--- src/rtl/jtkiwi_vtimer_gen_pkg.sv ---
// Default geometry for the kiwi/bubl video timer, shared by the timer and line-buffer logic.
package jtkiwi_vtimer_gen_pkg;
  localparam int         DEF_HW         = 9;
  localparam int         DEF_VW         = 9;
  localparam logic [8:0] DEF_HCNT_START = 9'd0;
  localparam logic [8:0] DEF_HCNT_END   = 9'd383;
  localparam logic [8:0] DEF_HB_START   = 9'd255;
  localparam logic [8:0] DEF_HB_END     = 9'd383;
  localparam logic [8:0] DEF_HS_START   = 9'd297;
  localparam logic [5:0] DEF_HS_LEN     = 6'd32;
  localparam logic [8:0] DEF_V_START    = 9'd8;
  localparam logic [8:0] DEF_VCNT_END   = 9'd271;
  localparam logic [8:0] DEF_VB_START   = 9'd239;
  localparam logic [8:0] DEF_VB_END     = 9'd15;
  localparam logic [8:0] DEF_VS_START   = 9'd254;
  localparam logic [2:0] DEF_VS_LEN     = 3'd3;
  localparam int         DEF_AHEAD      = 1;
endpackage

--- src/rtl/jtkiwi_vtimer_wrap.sv ---
// Combinational modular add: base+k folded back into the counter range [start, fin].
// k is signed and must be smaller in magnitude than the range length.
module jtkiwi_vtimer_wrap import jtkiwi_vtimer_gen_pkg::*; #(
  parameter int W = DEF_HW
) (
  input  logic [W-1:0] base,
  input  logic [W:0]   k,
  input  logic [W-1:0] start,
  input  logic [W-1:0] fin,
  output logic [W-1:0] sum
);
  logic signed [W+1:0] lo, hi, span, raw;

  always_comb begin
    lo   = $signed({2'b00, start});
    hi   = $signed({2'b00, fin});
    span = hi - lo + (W+2)'(1);
    raw  = $signed({2'b00, base}) + $signed({k[W], k});
    if (raw > hi)      sum = W'(raw - span);
    else if (raw < lo) sum = W'(raw + span);
    else               sum = W'(raw);
  end
endmodule

--- src/rtl/jtkiwi_vtimer_gen.sv ---
// Parametrised H/V video timing generator with N-line render look-ahead.
// Optional sync-position adjust (hadj/vadj ports) enabled by JTKIWI_VTIMER_ADJ_EN.
module jtkiwi_vtimer_gen import jtkiwi_vtimer_gen_pkg::*; #(
  parameter int            HW         = DEF_HW,
  parameter int            VW         = DEF_VW,
  parameter logic [HW-1:0] HCNT_START = DEF_HCNT_START,
  parameter logic [HW-1:0] HCNT_END   = DEF_HCNT_END,
  parameter logic [HW-1:0] HB_START   = DEF_HB_START,
  parameter logic [HW-1:0] HB_END     = DEF_HB_END,
  parameter logic [HW-1:0] HS_START   = DEF_HS_START,
  parameter logic [5:0]    HS_LEN     = DEF_HS_LEN,
  parameter logic [VW-1:0] V_START    = DEF_V_START,
  parameter logic [VW-1:0] VCNT_END   = DEF_VCNT_END,
  parameter logic [VW-1:0] VB_START   = DEF_VB_START,
  parameter logic [VW-1:0] VB_END     = DEF_VB_END,
  parameter logic [VW-1:0] VS_START   = DEF_VS_START,
  parameter logic [2:0]    VS_LEN     = DEF_VS_LEN,
  parameter int            AHEAD      = DEF_AHEAD
) (
  input  logic          clk,
  input  logic          rst,
  input  logic          pxl_cen,
  output logic [HW-1:0] hdump,
  output logic [VW-1:0] vdump,
  output logic [VW-1:0] vrender,
  output logic [VW-1:0] vrender1,
  output logic          Hinit,
  output logic          Vinit,
  output logic          LHBL,
  output logic          LVBL,
  output logic          HS,
  output logic          VS
`ifdef JTKIWI_VTIMER_ADJ_EN
  ,
  input  logic [3:0]    hadj,
  input  logic [3:0]    vadj
`endif
);
  logic [HW-1:0] hnext;
  logic [VW-1:0] vnext;
  logic [5:0]    hs_cnt;
  logic [2:0]    vs_cnt;
  logic [HW-1:0] hs_start;
  logic [VW-1:0] vs_start;

  assign Hinit = hdump == HCNT_END;
  assign Vinit = Hinit && vdump == VCNT_END;
  assign hnext = Hinit ? HCNT_START : hdump + HW'(1);
  assign vnext = !Hinit ? vdump : (vdump == VCNT_END ? V_START : vdump + VW'(1));

  jtkiwi_vtimer_wrap #(.W(VW)) u_vrender (
    .base(vdump), .k((VW+1)'(AHEAD)), .start(V_START), .fin(VCNT_END), .sum(vrender)
  );
  jtkiwi_vtimer_wrap #(.W(VW)) u_vrender1 (
    .base(vdump), .k((VW+1)'(AHEAD + 1)), .start(V_START), .fin(VCNT_END), .sum(vrender1)
  );

`ifdef JTKIWI_VTIMER_ADJ_EN
  logic [HW-1:0] hs_adj;
  logic [VW-1:0] vs_adj;

  jtkiwi_vtimer_wrap #(.W(HW)) u_hadj (
    .base(HS_START), .k({{(HW-3){hadj[3]}}, hadj}), .start(HCNT_START), .fin(HCNT_END), .sum(hs_adj)
  );
  jtkiwi_vtimer_wrap #(.W(VW)) u_vadj (
    .base(VS_START), .k({{(VW-3){vadj[3]}}, vadj}), .start(V_START), .fin(VCNT_END), .sum(vs_adj)
  );

  // Offsets only move at the frame boundary so a sync pulse is never cut short.
  always_ff @(posedge clk or posedge rst) begin
    if (rst) begin
      hs_start <= HS_START;
      vs_start <= VS_START;
    end else if (pxl_cen && Vinit) begin
      hs_start <= hs_adj;
      vs_start <= vs_adj;
    end
  end
`else
  assign hs_start = HS_START;
  assign vs_start = VS_START;
`endif

  // Flags are decoded against the next count so edges line up with the hdump value they name.
  always_ff @(posedge clk or posedge rst) begin
    if (rst) begin
      hdump  <= HCNT_START;
      vdump  <= V_START;
      LHBL   <= 1'b0;
      LVBL   <= 1'b0;
      HS     <= 1'b0;
      VS     <= 1'b0;
      hs_cnt <= 6'd0;
      vs_cnt <= 3'd0;
    end else if (pxl_cen) begin
      hdump <= hnext;
      vdump <= vnext;
      if (hnext == HB_START)    LHBL <= 1'b0;
      else if (hnext == HB_END) LHBL <= 1'b1;
      if (hnext == HB_START) begin
        if (vnext == VB_START)    LVBL <= 1'b0;
        else if (vnext == VB_END) LVBL <= 1'b1;
      end
      if (hnext == hs_start && HS_LEN != 6'd0) begin
        HS     <= 1'b1;
        hs_cnt <= HS_LEN - 6'd1;
      end else if (hs_cnt != 6'd0) begin
        hs_cnt <= hs_cnt - 6'd1;
      end else begin
        HS <= 1'b0;
      end
      if (hnext == hs_start) begin
        if (vnext == vs_start && VS_LEN != 3'd0) begin
          VS     <= 1'b1;
          vs_cnt <= VS_LEN - 3'd1;
        end else if (vs_cnt != 3'd0) begin
          vs_cnt <= vs_cnt - 3'd1;
        end else begin
          VS <= 1'b0;
        end
      end
    end
  end
endmodule

--- config.mk ---
export PLATFORM = sky130hd
export DESIGN_NAME = jtkiwi_vtimer_gen
export DESIGN_NICKNAME = d
export VERILOG_FILES = /design/src/rtl/jtkiwi_vtimer_gen_pkg.sv /design/src/rtl/jtkiwi_vtimer_wrap.sv /design/src/rtl/jtkiwi_vtimer_gen.sv
export SDC_FILE = /design/constraint.sdc
export NUM_CORES = 1
export LEC_CHECK = 0
export BUFFER_PORTS_ARGS = -buffer_cell sky130_fd_sc_hd__buf_2
export CAP_MARGIN = 30
export CORE_MARGIN = 3
export CORE_UTILIZATION = 30
export CTS_BUF_LIST = sky130_fd_sc_hd__clkbuf_8 sky130_fd_sc_hd__clkbuf_16
export CTS_CLUSTER_SIZE = 8
export DETAILED_ROUTE_END_ITERATION = 6
export GPL_ROUTABILITY_DRIVEN = 1
export HOLD_SLACK_MARGIN = 0.08
export SETUP_SLACK_MARGIN = 0.2
export SYNTH_ARGS = -nofsm -noshare
export SYNTH_HDL_FRONTEND = slang
export SYNTH_SLANG_ARGS = --single-unit
--- constraint.sdc ---
create_clock -name clk -period 4.5 [get_ports clk]
set_clock_uncertainty 0.05 [all_clocks]
set_input_delay 0.45 -clock clk [delete_from_list [all_inputs] [get_ports clk]]
set_output_delay 0.45 -clock clk [all_outputs]
set_load 0.02 [all_outputs]
## Word-level counts from Yosys, hierarchy flattened

Index checks and enable logic that the tools add are counted.

- Register bits: 31
- Word-level logic and storage cells: 64
- Input bits: 3

- Order comparisons: 4
- Eq/ne operators: 10
- $add $sub $neg: 10
- Reductions and logical operators: 13
- Muxes and demuxes: 19

Operator list:

| cell | number |
|---|---|
| $mux W9 | 7 |
| $eq A9 B9 Y1 const B | 4 |
| $eq A9 B8 Y1 const B | 3 |
| $gt A10 B9 Y1 const B | 2 |
| $lt A10 B4 Y1 const B | 2 |
| $add A9 B1 Y9 const B | 2 |
| $add A9 B9 Y9 const B | 2 |
| $sub A9 B9 Y9 const B | 2 |
| $mux W6 | 2 |
| $add A9 B1 Y10 const B | 1 |
| $add A9 B2 Y10 const B | 1 |
| $eq A9 B4 Y1 const B | 1 |
| $reduce_and A3 Y1 | 3 |
| $mux W1 | 8 |
| $reduce_bool A2 Y1 | 4 |
| $mux W3 | 2 |
| $reduce_and A2 Y1 | 3 |
| $reduce_bool A6 Y1 | 1 |
| $sub A6 B1 Y6 const B | 1 |
| $ne A2 B2 Y1 const B | 2 |
| $reduce_bool A3 Y1 | 1 |
| $sub A3 B1 Y3 const B | 1 |
| $logic_and A1 B1 Y1 | 1 |

## Depth between registers and ports, before layout

Gate-level depths: netlist of the first run.

- Word-level depth: 6
- Mapped depth: 10

## Hierarchy

From an unflattened synthesis of the first run, not the netlist that was laid out.

- Cell total of the unflattened synthesis: 766
- Area, all modules: 6266.0 µm²

By module, submodules not included:

| module | area each (µm²) | cells an instance | instances |
|---|---|---|---|
| jtkiwi_vtimer_gen | 2123.3 | 247 | 1 |
| jtkiwi_vtimer_wrap (u_vrender1) | 2105.8 | 261 | 1 |
| jtkiwi_vtimer_wrap (u_vrender) | 2037.0 | 258 | 1 |

## Worst setup path before layout of the first run

No wires, ideal clock.

- Kind: register to output
- Start: register vdump[1]
- End: output vrender1[6]
- Cell stages (with the launch flop): 9
- Data required time: 4.000 ns
- Path slack: 1.565 ns
- Arrival time: 2.435 ns
- Path buffers: 1
- Path through: dfrtp_1 -> ha_1 -> buf_2 -> nand3_1 -> nor3_1 -> nor4bb_1 -> nor3_1 -> o211ai_1 -> xnor2_1

- Word-level cells in the longest chain between the ends: 4

RTL lines:

| item | RTL line | text |
|---|---|---|
| start: declaration | jtkiwi_vtimer_gen.sv:24 | `output logic [VW-1:0] vdump,` |
| start signal: assignment | jtkiwi_vtimer_gen.sv:97 | `vdump <= vnext;` |
| $add A9 B2 Y10 (*) | jtkiwi_vtimer_wrap.sv:18 | `raw = $signed({2'b00, base}) + $signed({k[W], k});` |
| $add A9 B9 Y9 or $lt A10 B4 Y1 (tied branches) | jtkiwi_vtimer_wrap.sv:20 | `else if (raw < lo) sum = W'(raw + span);` |
| $mux W9 | jtkiwi_vtimer_wrap.sv:20 |  |
| $mux W9 (*) | jtkiwi_vtimer_wrap.sv:19 | `if (raw > hi) sum = W'(raw - span);` |
| end: declaration | jtkiwi_vtimer_gen.sv:26 | `output logic [VW-1:0] vrender1,` |

Mark *: on every way between the ends. The rest lies on a longest branch, timed or not.

## Worst setup path after layout of the first run

- Start: register vdump[0]
- End: output vrender[7]

- Word-level cells in the longest chain between the ends: 4

RTL lines:

| item | RTL line | text |
|---|---|---|
| $add A9 B1 Y10 (*) | jtkiwi_vtimer_wrap.sv:18 |  |
| $add A9 B9 Y9 or $lt A10 B4 Y1 (tied branches) | jtkiwi_vtimer_wrap.sv:20 |  |
| $mux W9 | jtkiwi_vtimer_wrap.sv:20 |  |
| $mux W9 (*) | jtkiwi_vtimer_wrap.sv:19 |  |
| end: declaration | jtkiwi_vtimer_gen.sv:25 | `output logic [VW-1:0] vrender,` |

Marks and branches as above.

==> results of run 1 <==
[how the worst min path moves through the flow]
stage / slack, ps / cells past startpoint / end
5_1_grt: 230 / 3 / hdump[8]$_DFFE_PP0P_
6_report: 190 / 3 / hs_cnt[1]$_DFFE_PP0P_
4_1_cts: 200 / 3 / hs_cnt[5]$_DFFE_PP0P_
2_1_floorplan: 410 / 1 / hs_cnt[5]$_DFFE_PP0P_
3_5_place_dp: 420 / 2 / HS$_DFFE_PP0P_
3_3_place_gp: 410 / 2 / HS$_DFFE_PP0P_
[power by group]
group	switching [µW]	internal [µW]	leakage, µW
clock	110	219	0.0000695
combinational	162	120	0.000954
sequential	79.9	330	0.000386
total	352	670	0.00141
[worst max-delay path: stages, from the launching register on]
cell       delay [ps]
dfrtp_1           570
ha_1              310
nand3_1           320
or3_1             490
and2_1            210
a31o_2            240
a2111oi_2         380
xnor2_1           160
buf_2             180
[routing by layer]
layer  GRT usage, %  vias up  part of all wire, %
met3          2.706        5                  5.5
met4          2.689        0                 0.37
met1          19.05     1222                   46
met2          24.53       60                   48
li1               -     1292                    -
met5              0        -                    0
[cell families (layout without fill, tap and decap cells)]
logic type               Yosys count  count (layout)
multiplexers                      10              10
AND/OR/NAND/NOR                  146             146
AO/OA/AOI/OAI                     72              72
buffers and inverters             45              73
XOR/XNOR                          27              27
adder cells (fa/ha/maj)           15              15
flip-flops                        31              31
[registers in the layout, summed over array words and instances, names as in the netlist]
name	cells
LHBL	1
LVBL	1
VS	1
vdump	9
hdump	9
HS	1
vs_cnt	3
hs_cnt	6
[per-stage QoR]
| step | total power, µW | hold slack [ps] | util, % |
|---|---|---|---|
| after floorplan | 625.7 | 414.2 | - |
| after global placement | 691.0 | 410.8 | 34.17 |
| after detailed placement | 698.2 | 415.2 | 34.17 |
| after CTS | 1032 | 196.9 | 35.66 |
| after global routing | 1092 | 231.8 | 35.66 |
| final | 1021 | 188.1 | 35.66 |
[area by class of cell]
| type | count | area share [%] |
|---|---|---|
| multi-input cells | 270 | 57.50 |
| flip-flops and latches | 31 | 24.51 |
| repair buffers | 45 | 7.182 |
| well taps | 108 | 4.262 |
| inverters | 20 | 2.368 |
| clock buffers | 5 | 2.170 |
| clock inverters | 3 | 2.013 |
[cells in the final DEF, fill, tap and decap left out, types with 4 or more instances in the layout]
cell      synthesis  layout
nand4_1          10      10
nor3_1           17      17
xor2_1            6       6
nand2_1          36      36
buf_2            11      44
mux2_2            6       6
nor4_1            6       6
nor2b_1           5       5
o21ai_0          18      18
nand3_1          17      17
xnor2_1          21      21
mux2i_1           4       4
a21oi_1          10      10
nand2b_1          4       4
clkbuf_8          0       5
and2_1            6       6
nor2_1           22      22
dfrtp_1          30      30
o211ai_1          4       4
ha_1             15      15
inv_1            20      21
==> metrics.txt, run 1 <==
status=complete, no violations; DR vias=2,579; DRT iter0 DRCs=134; Synth Area in Compound Gates=18.57%; P&R area growth vs syn=12.87%; unrepaired setup endpoints after global routing=false; clock-pin slew on the worst setup and hold paths=around 70 ps; main area contributors after synthesis=dfrtp_1, ha_1, xnor2_1, nand2_1, o21ai_0; CTS Buf Count=5; Netlist Area Pre-Place=2809 µm²; Yosys Warn Count=0; DR WL/cell=15.20 µm; Fmax=274.9 MHz; Layout Cells excl Fill=482; Core Box Area=8891 µm²; die width=between 100 and 150 µm; CP Capture Point=vrender[7]; H-tree levels=2; clock latency on the worst-skew pair=about 280 ps; synthesized area per cell=8.118 µm²; final net count=between 300 and 400; maximum fanout along the worst path=13; layout filler cell count=922; Mapped Cells=346; vias in the first global route=2,490; count leader, synth=nand2_1; Port Buffers=44; Yosys top cell by area=dfrtp_1; post-detailed-route count of antenna-violating nets=0; EDFF count, synth=0; design area=3171 µm²; critical path capture point type=primary output; Hold Fails Final Rpt=0; crit path kind=register to primary output; Residual DRC=0; commonest cells in the netlist=nand2_1, dfrtp_1, nor2_1; hold_buf cts=0; n_diodes=0; antenna violations before repair=0; largest net degree at the start of global routing=32; Crit Reg-Reg Endpoint=vs_cnt[0]$_DFFE_PP0P_; Yosys reg bits=31; Slew @ Worst Pin=998.1 ps; Synth Area in Adders=6.682%; Final period util=80.85%; row cnt=34; setup violators final=0; Syn Nets=364; Storage cell area=around 780 µm²; Die Y=roughly 100 µm; die area=10,560 µm²; slew margin rel.=about a third; crit path launch=vdump[0]$_DFFE_PP0P_; dpl cell area=3038 µm²; Pleak=0.001409 µW; post-synth top area share=26.73%; Initial Util=31.59%; multi-input logic area=1823 µm²; Synth Area in XOR/XNOR=8.419%; Synth Area in Simple Gates=27.39%; post-synthesis cell type count=65; setup slack after placement=1152 ps; drt first pass iters=4; reg2reg start=hdump[1]$_DFFE_PP0P_; clock sinks=31; CTS Root Cell=clkbuf_8; setup ws final=861.8 ps; DP Cell Count=474; Total GRT Usage=14.34%; drt total wl=7325 µm; DP HPWL=5488 µm; setup slack, reg-to-reg=1420 ps; mux contribution to synthesized area=3.831%; Avg Vias per Cell=about 5.4; first-pass GRT wire length=12,230 µm; critical path required time=approximately 4000 ps; Synth Flop Type=dfrtp_1; R2R cell count=8; Setup Fix Bufs, Post-CTS=0; TritonCTS clock tree=built; fraction of layout cells with a size suffix above 1=19.52%; I/O Pins=45; GRT overflow=0; Worst setup SP type=register; clock buffer depth=2; Hold WC Path Type=input port to async pin; main combinational cell family by area after synthesis=simple AND/OR/NAND/NOR gates; post-CTS sizing=0; Seq/Total Area, Yosys=27.66%; max-cap viol count=0; Max rail drop VDD=203.9 µV; share of async-settable or async-resettable flops after synthesis=100.0%; RePlAce Congestion=0.8345; Power Dens Cells=322.1 nW/µm²; Period minus WS final=3638 ps; Final Max Tran Viols=0; critical path data arrival time=3140 ps; setup TNS=0 ps
Power figures use the tool's default switching activity.
==> run 2: changes to the inputs <==
==> constraint.sdc (replaced) <==
create_clock -name clk -period 3.3 [get_ports clk]
set_clock_uncertainty 0.05 [all_clocks]
set_input_delay 0.33 -clock clk [delete_from_list [all_inputs] [get_ports clk]]
set_output_delay 0.33 -clock clk [all_outputs]
set_load 0.02 [all_outputs]
==> run 2 against run 1 <==
  * Via count up 2.5%
  * Count of clock-buffer cells in the layout increased by 1
  * Critical path depth is the same
  * Clock power is 19% higher
  * Worst hold slack improved by 240 ps
  * Sequential cell count did not move
  * Utilization up 1.5 points
  * Sequential share of layout area is 0.93 points lower
  * Register-to-register slack got worse by 910 ps
  * Setup slack got worse by 600 ps
  * Final cell count grew 3.1%
  * Die area unchanged
==> metrics.txt, run 2 (synthesis gave the netlist of run 1 again) <==
Initial Util=31.59% (unchanged); CTS Buf Count=5 (unchanged); Fmax=329.6 MHz; vias in the first global route=2,459 (was 2,490); leading cell types in the layout, fill and taps excluded=buf_2, nand2_1, dfrtp_1 (unchanged); R2R cell count=8 (unchanged); Residual DRC=0 (unchanged); status=complete, no violations (unchanged); Power Dens Cells=405.4 nW/µm² (was 322.1 nW/µm²); die width=102.8 µm (unchanged); clock-pin slew on the worst setup and hold paths=70 ps (about the same); n_diodes=0 (unchanged); Total GRT Usage=14.65% (was 14.34%); GRT overflow=0 (unchanged); setup TNS=0 ps (unchanged); critical path data arrival time=2650 ps (was 3140 ps); Final Max Tran Viols=0 (unchanged); reg2reg start=hdump[0]$_DFFE_PP0P_ (was hdump[1]$_DFFE_PP0P_); RePlAce Congestion=0.8133 (was 0.8345); Die Y=102.8 µm (unchanged); Period minus WS final=a little over 3000 ps; I/O Pins=45 (unchanged); drt total wl=7461 µm (was 7325 µm); min-delay src=HS$_DFFE_PP0P_; Crit Reg-Reg Endpoint=vs_cnt[1]$_DFFE_PP0P_ (was vs_cnt[0]$_DFFE_PP0P_); Worst setup SP type=register (unchanged); P&R area growth vs syn=17.73% (was 12.87%); row cnt=34 (unchanged); drt first pass iters=4 (unchanged); Max rail drop VDD=276.8 µV (was 203.9 µV); DRT iter0 DRCs=129 (was 134); unrepaired setup endpoints after global routing=true (was false); Port Buffers=44 (unchanged); Hold Fails Final Rpt=0 (unchanged); TritonCTS clock tree=built (unchanged); Avg Vias per Cell=5.320 (was 5.351); Final period util=91.93%; largest net degree at the start of global routing=32 (unchanged); die area=10,560 µm² (unchanged); Hold Path Depth=2; Hold Path Sink=HS$_DFFE_PP0P_; slew margin rel.=60.13% (was 32.85%); Core Box Area=8891 µm² (unchanged); DR vias=2,644 (was 2,579); DP HPWL=5634 µm (was 5488 µm); top flop regs=hdump (9), vdump (9), hs_cnt (6) (unchanged); Hold WC Path Type=register to register (was input port to async pin); setup slack, reg-to-reg=510 ps (was 1420 ps); H-tree levels=2 (unchanged); Hold WS=432.9 ps (was 188.1 ps); post-detailed-route count of antenna-violating nets=0 (unchanged); commonest non-fill, non-tap cell in the layout=buf_2 (unchanged); first-pass GRT wire length=12,310 µm (was 12,230 µm); clock latency on the worst-skew pair=290 ps (was 280 ps); antenna violations before repair=0 (unchanged); crit path kind=register to primary output (unchanged); clock sinks=31 (unchanged); critical path capture point type=primary output (unchanged); max-cap viol count=0 (unchanged); critical path required time=2920 ps (was 4000 ps); clock buffer depth=2 (unchanged); DR WL/cell=15.01 µm (was 15.20 µm); maximum fanout along the worst path=7 (was 13); setup violators final=0 (unchanged); CTS Root Cell=clkbuf_8 (unchanged); Pleak=0.001495 µW (was 0.001409 µW); final net count=406 (was 391); fraction of layout cells with a size suffix above 1=24.16% (was 19.52%); Slew @ Worst Pin=592.6 ps (was 998.1 ps)
## run 2: final cells by class
class | count | area [µm²]
Clock buffer | 6 | 82.58
Clock inverter | 2 | 35.03
Fill cell | 933 | 5584
Inverter | 20 | 75.07
Multi-Input combinational cell | 270 | 1857
Sequential cell | 31 | 779.5
Tap cell | 108 | 135.1
Timing Repair Buffer | 60 | 342.8
## run 2: timing repair
| action | CTS | global route |
|---|---|---|
| endpoints found under the hold margin | 15 | 0 |
| setup buffers | 3 | 1 |
| hold buffers | 1 | 0 |
| resized for setup | 6 | 3 |
| endpoints found under the setup margin | 6 | 5 |
| pin swaps | 0 | 1 |
## run 2: stage by stage
stage | std cells | util (%) | setup slack [ps] | instance area [µm²] | power [µW]
after floorplan | 346 | - | 485.4 | 2809 | 853.3
after global placement | 484 | 35.01 | 452.1 | 3113 | 948.5
after detailed placement | 484 | 35.01 | 369.3 | 3113 | 956.0
after CTS | 496 | 36.97 | 235.0 | 3287 | 1355
after global routing | 497 | 37.19 | 86.94 | 3307 | 1435
final | 497 | 37.19 | 266.4 | 3307 | 1341
## run 2: worst max-delay path, cell delays in order, from the launching register on
cell	delay, ps
dfrtp_2	440
ha_4	190
nand3_1	140
or3_1	410
and2_1	210
a31o_2	240
a2111oi_2	380
xnor2_1	170
buf_2	190
## run 2: how the worst max path moves through the flow
stage          slack, ps  cells past startpoint                  from           to
2_1_floorplan        490                      8  vdump[1]$_DFFE_PP0P_  vrender1[6]
3_5_place_dp         370                      8  vdump[2]$_DFFE_PP0P_   vrender[7]
4_1_cts              240                      8  vdump[1]$_DFFE_PP0P_   vrender[7]
3_3_place_gp         450                      8  vdump[2]$_DFFE_PP0P_   vrender[7]
5_1_grt               90                      8  vdump[3]$_DFFE_PP1P_  vrender1[5]
6_report             270                      8  vdump[1]$_DFFE_PP0P_   vrender[7]
## run 2: power breakdown
group          total (µW)  internal, µW  leakage (µW)  switching [µW]
registers             558           451      0.000382             108
clock network         391           244     0.0000612             147
logic                 391           168       0.00105             223
total                1340           863       0.00149             478
## run 2: metal layers
layer  vias to the layer above  global-route usage [%]  routed length [µm]
li1                       1325                       -                   -
met1                      1244                   18.97                3431
met2                        69                   24.88                3488
met3                         6                   2.977                 460
met4                         0                   3.984                  81
met5                         -                       0                   0
==> run 3: changes to the inputs <==
--- a/config.mk
+++ b/config.mk
@@ -14,6 +14,8 @@
 export DETAILED_ROUTE_END_ITERATION = 6
 export GPL_ROUTABILITY_DRIVEN = 1
 export HOLD_SLACK_MARGIN = 0.08
+export MAX_ROUTING_LAYER = met4
+export RECOVER_POWER = 25
 export SETUP_SLACK_MARGIN = 0.2
 export SYNTH_ARGS = -nofsm -noshare
 export SYNTH_HDL_FRONTEND = slang
==> run 3 against run 2 <==
  * The flow now finishes with violations (max-capacitance violations, max-slew violations)
  * Sequential power is essentially flat
  * Utilization is essentially flat
  * Via count increased by 1.1%
  * Worst hold slack is essentially flat
  * Sequential share of layout area is essentially flat
  * First-iteration DRC count shrank 28%
  * Combinational power about the same
  * Largest power group unchanged
==> metrics.txt, run 3 (synthesis gave the netlist of run 1 again) <==
clock-pin slew on the worst setup and hold paths=70 ps (about the same); Max rail drop VDD=276.8 µV (about the same); CP Capture Point=vrender[7] (unchanged); Flop pwr share=41.7% (was 41.6%); post-detailed-route count of antenna-violating nets=0 (unchanged); Clock power frac=29.1% (was 29.2%); critical path required time=2920 ps (about the same); crit-path max cell delay=440 ps (about the same); Initial Util=31.59% (unchanged); Final Util=37.15% (was 37.19%); RePlAce Congestion=0.8253 (was 0.8133); first-pass GRT wire length=12,310 µm (unchanged); Hold WC Path Type=register to register (unchanged); critical path data arrival time=2660 ps (was 2650 ps); Die Y=102.8 µm (unchanged); reg2reg start=hdump[0]$_DFFE_PP0P_ (unchanged); Port Buffers=44 (unchanged); leading cell types in the layout, fill and taps excluded=buf_2, nand2_1, dfrtp_1 (unchanged); setup slack, reg-to-reg=510 ps (about the same); P&R area growth vs syn=17.59% (was 17.73%); status=finished with violations (was complete, no violations); clock buffer depth=2 (unchanged); Worst setup SP type=register (unchanged); Avg Vias per Cell=5.380 (was 5.320); Sw Ratio=35.69% (was 35.65%); Crit Reg-Reg Endpoint=vs_cnt[1]$_DFFE_PP0P_ (unchanged); Slew @ Worst Pin=1731 ps (was 592.6 ps); final net count=406 (unchanged); Final Max Tran Viols=32 (was 0); die area=10,560 µm² (unchanged); Total GRT Usage=15.11% (was 14.65%); setup TNS=0 ps (unchanged); Worst path slowest cell=dfrtp_2 (unchanged); GRT overflow=0 (unchanged); unrepaired setup endpoints after global routing=true (unchanged); critical path capture point type=primary output (unchanged); Period minus WS final=3038 ps (was 3034 ps); n_diodes=0 (unchanged); Residual DRC=0 (unchanged); Power Dens Cells=405.8 nW/µm² (was 405.4 nW/µm²); die width=102.8 µm (unchanged); H-tree levels=2 (unchanged); drt first pass iters=4 (unchanged); Hold Fails Final Rpt=0 (unchanged); drt total wl=7526 µm (was 7461 µm); vias in the first global route=2,452 (was 2,459); R2R cell count=8 (unchanged); commonest non-fill, non-tap cell in the layout=buf_2 (unchanged); clock latency on the worst-skew pair=290 ps (about the same); setup slack after placement=369.3 ps (unchanged); largest net degree at the start of global routing=32 (unchanged); switching pwr=478.4 µW (was 478.0 µW); fraction of layout cells with a size suffix above 1=23.91% (was 24.16%); clock sinks=31 (unchanged); worst-path cell chain=ha_4, nand3_1, or3_1, and2_1, a31o_2, a2111oi_2, xnor2_1, buf_2 (unchanged); Core Box Area=8891 µm² (unchanged); setup ws final=262.2 ps (was 266.4 ps); internal power=862.1 µW (was 862.7 µW); TritonCTS clock tree=built (unchanged); CTS Root Cell=clkbuf_8 (unchanged); DRT iter0 DRCs=93 (was 129); Fmax=329.2 MHz (was 329.6 MHz); setup violators final=0 (unchanged); Final period util=92.06% (was 91.93%); antenna violations before repair=0 (unchanged); Pleak=0.001491 µW (was 0.001495 µW); DR WL/cell=15.14 µm (was 15.01 µm); DP HPWL=5634 µm (unchanged); top flop regs=hdump (9), vdump (9), hs_cnt (6) (unchanged); I/O Pins=45 (unchanged); slew margin rel.=-15.41% (was 60.13%); DR vias=2,674 (was 2,644); row cnt=34 (unchanged); crit path launch=vdump[1]$_DFFE_PP0P_ (unchanged); crit path kind=register to primary output (unchanged); failing checks=max-capacitance violations, max-slew violations; max-cap viol count=1 (was 0); maximum fanout along the worst path=7 (unchanged); CTS Buf Count=5 (unchanged); Comb pwr share=29.2% (about the same)
-- run 3: how the worst min path moves through the flow --
stage / startpoint / slack (ps) / end / depth (start not counted)
6_report: HS$_DFFE_PP0P_ / 430 / HS$_DFFE_PP0P_ / 2
3_3_place_gp: rst / 380 / HS$_DFFE_PP0P_ / 3
3_5_place_dp: rst / 390 / HS$_DFFE_PP0P_ / 3
5_1_grt: HS$_DFFE_PP0P_ / 470 / HS$_DFFE_PP0P_ / 2
2_1_floorplan: rst / 380 / HS$_DFFE_PP0P_ / 1
4_1_cts: HS$_DFFE_PP0P_ / 440 / HS$_DFFE_PP0P_ / 2
-- run 3: cell type report --
cell class | instances | area (µm²)
inverters | 20 | 75.07
well taps | 108 | 135.1
fillers | 931 | 5588
flip-flops and latches | 31 | 779.5
multi-input cells | 270 | 1857
repair buffers | 60 | 339.1
clock inverters | 2 | 35.03
clock buffers | 6 | 82.58
-- run 3: repair_timing --
| action | CTS | global route |
|---|---|---|
| hold buffers | 1 | 0 |
| endpoints found under the setup margin | 6 | 5 |
| pin swaps | 0 | 1 |
| resized for setup | 6 | 3 |
| buffers inserted | 3 | 1 |
| hold endpoints to repair | 15 | 0 |
-- run 3: metrics by stage --
| step | hold WS (ps) | power (µW) | cells | area (µm²) |
|---|---|---|---|---|
| final | 432.9 | 1340 | 497 | 3303 |
| after global routing | 468.2 | 1435 | 497 | 3303 |
| after CTS | 436.3 | 1355 | 496 | 3287 |
| after detailed placement | 389.2 | 956.0 | 484 | 3113 |
| after global placement | 383.8 | 948.5 | 484 | 3113 |
| after floorplan | 382.8 | 853.3 | 346 | 2809 |
-- run 3: power by group through the flow --
| stage | Combinational (µW) | Sequential [µW] | Clock (µW) |
|---|---|---|---|
| floorplan | 304 | 549 | 0 |
| global placement | 387 | 562 | 0 |
| detailed placement | 392 | 564 | 0 |
| CTS | 394 | 557 | 403 |
| global route | 437 | 575 | 422 |
| finish | 391 | 559 | 390 |
-- run 3: critical path: cells and delay by family (launching register included) --
| kind | cells | cell delay, ps |
|---|---|---|
| and+or+nand+nor | 3 | 760 |
| AOI/OAI and AO/OA | 2 | 620 |
| DFF | 1 | 440 |
| adders and majority gates | 1 | 190 |
| buffers and inverters | 1 | 190 |
| xor gates and xnor gates | 1 | 170 |
-- run 3: metal layers --
metal  up-vias  global-route usage [%]  share of wire (%)
li1       1319                       -                  -
met2        74                   24.68                 47
met5         -                       -                  0
met3         6                   2.571                4.8
met4         0                   3.984                1.1
met1      1275                   19.43                 47
